`config.mk`:
```
export PLATFORM = sky130hd
export DESIGN_NAME = farm_sensor_detector
export DESIGN_NICKNAME = d
export VERILOG_FILES = /design/src/rtl/traffic_pkg.sv /design/src/rtl/loop_debounce.sv /design/src/rtl/farm_sensor_detector.sv
export SDC_FILE = /design/constraint.sdc
export NUM_CORES = 1
export LEC_CHECK = 0
export CORE_MARGIN = 4
export CORE_UTILIZATION = 57
export DETAILED_ROUTE_END_ITERATION = 12
export GPL_TIMING_DRIVEN = 0
export PLACE_DENSITY = 0.89
export SYNTH_ARGS = -nofsm -noshare
export SYNTH_HDL_FRONTEND = slang
export SYNTH_SLANG_ARGS = --single-unit
export TNS_END_PERCENT = 1
```
`constraint.sdc`:
```
create_clock -name clk -period 2.55 [get_ports clk]
set_input_delay 0.51 -clock clk [delete_from_list [all_inputs] [get_ports clk]]
set_output_delay 0.51 -clock clk [all_outputs]
set_load 0.005 [all_outputs]
```
`src/rtl/traffic_pkg.sv`:
```
// Lamp encodings and detector state encoding shared between the farm-road
// sensor detector and the traffic light controller.
package traffic_pkg;

    localparam logic [2:0] LAMP_RED    = 3'b100;
    localparam logic [2:0] LAMP_YELLOW = 3'b010;
    localparam logic [2:0] LAMP_GREEN  = 3'b001;

    typedef enum logic [1:0] {
        DET_IDLE    = 2'd0,
        DET_REQUEST = 2'd1,
        DET_SERVING = 2'd2
    } det_state_e;

    // Only the exact GREEN code is green; illegal lamp codes are treated as not green.
    function automatic logic is_green(input logic [2:0] lamp);
        return lamp == LAMP_GREEN;
    endfunction

endpackage

```
`src/rtl/loop_debounce.sv`:
```
// Two-flop synchronizer followed by a level debounce filter for the loop detector.
// The output flips only after DEBOUNCE_CYC+1 consecutive disagreeing samples.
module loop_debounce #(
    parameter int DEBOUNCE_CYC = 4
) (
    input  logic clk,
    input  logic rst_n,
    input  logic din,
    output logic dout
);

    logic       sync1;
    logic       sync2;
    logic [7:0] mismatch_cnt;

    always_ff @(posedge clk or negedge rst_n) begin
        if (!rst_n) begin
            sync1        <= 1'b0;
            sync2        <= 1'b0;
            dout         <= 1'b0;
            mismatch_cnt <= 8'd0;
        end else begin
            sync1 <= din;
            sync2 <= sync1;
            if (sync2 == dout) begin
                mismatch_cnt <= 8'd0;
            end else if (mismatch_cnt == 8'(DEBOUNCE_CYC)) begin
                dout         <= sync2;
                mismatch_cnt <= 8'd0;
            end else begin
                mismatch_cnt <= mismatch_cnt + 8'd1;
            end
        end
    end

endmodule

```
`src/rtl/farm_sensor_detector.sv`:
```
// Farm-road vehicle detector: counts queued vehicles from the debounced loop,
// raises a service request to the light controller and flags a stuck loop.
module farm_sensor_detector
    import traffic_pkg::*;
#(
    parameter int DEBOUNCE_CYC = 4,
    parameter int QUEUE_MAX    = 15,
    parameter int STUCK_CYC    = 1024
) (
    input  logic       clk,
    input  logic       rst_n,
    input  logic       loop_raw,
    input  logic [2:0] light_farm,
    output logic       sensor,
    output logic [3:0] queue_count,
    output logic       queue_full,
    output logic       stuck_fault,
    output logic [1:0] state
);

    localparam logic [3:0]  QMAX       = 4'(QUEUE_MAX);
    localparam logic [15:0] STUCK_LAST = 16'(STUCK_CYC - 1);

    logic        loop_flt;
    logic        flt_d;
    logic        green;
    logic        rise;
    logic        fall;
    logic [3:0]  q_next;
    logic [15:0] high_cnt;
    det_state_e  state_r;

    loop_debounce #(.DEBOUNCE_CYC(DEBOUNCE_CYC)) u_debounce (
        .clk  (clk),
        .rst_n(rst_n),
        .din  (loop_raw),
        .dout (loop_flt)
    );

    assign green = is_green(light_farm);
    assign rise  = loop_flt & ~flt_d;
    assign fall  = ~loop_flt & flt_d;
    assign state = state_r;

    // A stuck loop freezes the count so a permanently occupied loop cannot drain it.
    always_comb begin
        q_next = queue_count;
        if (!stuck_fault) begin
            if (rise && !green && queue_count != QMAX) begin
                q_next = queue_count + 4'd1;
            end else if (fall && green && queue_count != 4'd0) begin
                q_next = queue_count - 4'd1;
            end
        end
    end

    always_ff @(posedge clk or negedge rst_n) begin
        if (!rst_n) begin
            flt_d       <= 1'b0;
            queue_count <= 4'd0;
            queue_full  <= 1'b0;
            high_cnt    <= 16'd0;
            stuck_fault <= 1'b0;
        end else begin
            flt_d       <= loop_flt;
            queue_count <= q_next;
            queue_full  <= (q_next == QMAX);
            if (loop_flt) begin
                if (high_cnt == STUCK_LAST) begin
                    stuck_fault <= 1'b1;
                end else begin
                    high_cnt <= high_cnt + 16'd1;
                end
            end else begin
                high_cnt <= 16'd0;
            end
        end
    end

    // The state follows the count it is about to hold; sensor trails the state by one cycle.
    always_ff @(posedge clk or negedge rst_n) begin
        if (!rst_n) begin
            state_r <= DET_IDLE;
            sensor  <= 1'b0;
        end else begin
            sensor <= (state_r != DET_IDLE) || stuck_fault;
            case (state_r)
                DET_IDLE: begin
                    if (q_next != 4'd0) begin
                        state_r <= green ? DET_SERVING : DET_REQUEST;
                    end
                end
                DET_REQUEST: begin
                    if (green) begin
                        state_r <= DET_SERVING;
                    end
                end
                DET_SERVING: begin
                    if (q_next == 4'd0) begin
                        state_r <= DET_IDLE;
                    end else if (!green) begin
                        state_r <= DET_REQUEST;
                    end
                end
                default: state_r <= DET_IDLE;
            endcase
        end
    end

endmodule

```
==> flow_metrics.tcl <==
set metrics [dict create \
    yosys_register_bits 37 \
    placed_cells 235 \
    async_flop_share_pct 100 \
    synth.yosys.warnings 0 \
    cts_buffers 5 \
    mappedNetlistArea_um2 1840 \
    cp-startpoint "light_farm[1]" \
    critPathSlowestCell "a2111o_1" \
    worstMarginPinSlew_ps 815 \
    place.gp.congestion 0.946 \
    synth_top_flop_cell "dfrtp_1" \
    cts_tree "yes" \
    finalMaxSlewViolations 0 \
    hold_viol 0 \
    cp-end-kind "register" \
    cts_setup_buffers 0 \
    synth_cell_types 42 \
    rr_startpoint "queue_count[0]" \
    outcome "finished clean" \
    syn2layout_area_growth_pct 15.0 \
    fin_setup_tns_ps 0 \
    whs_ps 255 \
    p_leak_uw 0.000907 \
    cts.repair.resized 0 \
    p_per_area_nw_per_um2 840 \
    critPathRequiredTime_ps 2780 \
    fin_crit_ps 2430 \
    grt_pass1_vias 1466 \
    die_w_um 64.7 \
    clock_latency_ps 330 \
    num_rows 20 \
    crit_type "in -> reg" \
    ant_nets 0 \
    route.detailed.drc 0 \
    fmax_ghz 0.411 \
    grt_usage_pct 19.7 \
    wl_per_cell_um 14.6 \
    start_kind "input pin" \
    first_iter_violations 69 \
    die_area_um2 4190 \
    synth_fp_nets 188 \
    initial_core_util_pct 59.6 \
    grt_pass1_wl_um 6480 \
    final-setup-viol-count 0 \
    fin_crit_sh_pct 95.4 \
    overflow 0 \
    crit_end "state[0]" \
    die_y_um 64.7 \
    hold_class "in -> async" \
    clock-sinks 37 \
    grt_max_degree 38 \
    drive_above_1_share_pct 9.55 \
    clockBufferDepth 2 \
    nNetsFinal 209 \
    viasPerCell 5.52 \
    critical-path-max-stage-delay_ps 470 \
    relSlewSlack_pct 45.6 \
    ir_worst_vdd_mv 0.687 \
    dr.pass1.iters 4 \
    synthCells 177 \
    cp.arrival_ps 2660 \
    core_area_um2 3080 \
    yosysSeqAreaShare_pct 50.4 \
    total_power_uw 1770 \
    fin_cells 243 \
    crit_fanout 5 \
    antenna_found_initial 0 \
    rrSetupSlack_ps 140 \
    crit_path_cell_trace "clkdlybuf4s50_1 -> or3b_1 -> a2111o_1 -> a221o_1 -> a21oi_2 -> a41oi_2 -> and2_1" \
    vias 1342 \
    reg2reg_to "state[0]" \
    syn_area_per_cell_um2 10.4 \
    portBuffers 14 \
    clockRootBuffer "clkbuf_4" \
    drt-total-wl_um 3550 \
    rsz0062_at_grt "no" \
    path_clk_slew_ps 110 \
    skew_ps 12.8 \
    r2r_cells 7 \
    cts_max_level 2 \
    n_antenna_cell 0 \
    cts-hold-fix-buffers 0 \
    maxCapViolations 0 \
    dp.final_hpwl_um 2590 \
    io_pins 15 \
    synth_edf_count 0 \
]
## cell families after synthesis
kind of cell    after synthesis  share of synthesized area [%]
simple gates                 86                           25.4
flops                        37                           50.4
xor+xnor                     22                           10.5
compound gates               17                           7.50
buf+inv                       8                           1.64
fa+ha+maj                     5                           3.41
mux                           2                           1.16
## registers in the layout (all words and copies together) (netlist names)
name                     flops
stuck_fault                  1
queue_full                   1
flt_d                        1
queue_count                  4
state                        2
u_debounce.mismatch_cnt      8
high_cnt                    16
u_debounce.dout              1
sensor                       1
u_debounce.sync2             1
u_debounce.sync1             1
## layer usage
layer / wire [µm] / GRT usage (%) / vias to the layer above
li1: - / - / 662
met1: 1490 / 22.7 / 644
met2: 1880 / 34.9 / 25
met3: 102 / 4.33 / 11
met4: 82 / 8.18 / 0
met5: 0 / 0 / -
## synth_stat cells, drive strengths merged (2+ instances only)
library cell / n / area, µm²
xnor2: 9 / 78.8
nor2: 28 / 105
nand2: 9 / 33.8
and3: 6 / 38.8
dfrtp: 37 / 926
xor2: 13 / 114
or3: 2 / 17.5
nor3: 4 / 20.0
nand2b: 2 / 15.0
nand3: 13 / 65.1
nand4: 5 / 31.3
ha: 5 / 62.6
and2: 5 / 33.8
o31ai: 3 / 22.5
a21oi: 3 / 18.8
inv: 7 / 26.3
o21ai: 3 / 15.0
or4: 5 / 41.3
## worst max-delay path: cells and delay by family
kind	cells	cell delay (ps)
compound gates	4	1110
buf+inv	1	430
simple gates	2	600
## per-stage QoR
step / worst slack, ps / util (%) / instance area, µm²
global placement: -178 / 66.0 / 2030
CTS: 133 / 68.6 / 2110
detailed placement: -225 / 65.8 / 2030
floorplan: 309 / - / 1840
global route: 4.77 / 68.6 / 2110
finish: 118 / 68.6 / 2110
## final cells by class
class	instances	area [µm²]
fill	249	967
sequential	37	926
multi-input combinational	132	880
timing repair buffer	14	135
clock buffer	7	55.1
tap	44	55.1
clock inverter	1	30.0
inverter	7	26.3
buffer	1	3.75
## where the power goes
part | internal, µW | leakage [µW] | switching, µW
Clock | 234 | 0.0000455 | 185
Sequential | 679 | 0.000489 | 112
Combinational | 264 | 0.000373 | 300
Total | 1180 | 0.000907 | 596
## how the worst min path moves through the flow
stage | start | endpoint | slack (ps) | cells past startpoint
2_1_floorplan | rst_n | flt_d | 210 | 0
3_5_place_dp | u_debounce.sync1 | u_debounce.sync2 | 340 | 0
3_3_place_gp | u_debounce.sync1 | u_debounce.sync2 | 330 | 0
5_1_grt | rst_n | high_cnt[3] | 320 | 1
6_report | rst_n | high_cnt[5] | 260 | 1
4_1_cts | rst_n | high_cnt[3] | 270 | 1
## layout by cell type (no fill, tap or decap), drive strengths merged, types with 2 or more instances in the layout
cell / Yosys / layout
ha: 5 / 5
clkdlybuf4s50: 0 / 13
o21ai: 3 / 3
nand2b: 2 / 2
o31ai: 3 / 3
nand3: 13 / 13
and2: 5 / 5
nor2: 28 / 28
xor2: 13 / 13
nand2: 9 / 9
dfrtp: 37 / 37
xnor2: 9 / 9
a21oi: 3 / 3
clkbuf: 1 / 8
and3: 6 / 6
inv: 7 / 7
or3: 2 / 2
nor3: 4 / 4
or4: 5 / 5
nand4: 5 / 5
Power figures use the tool's default switching activity.
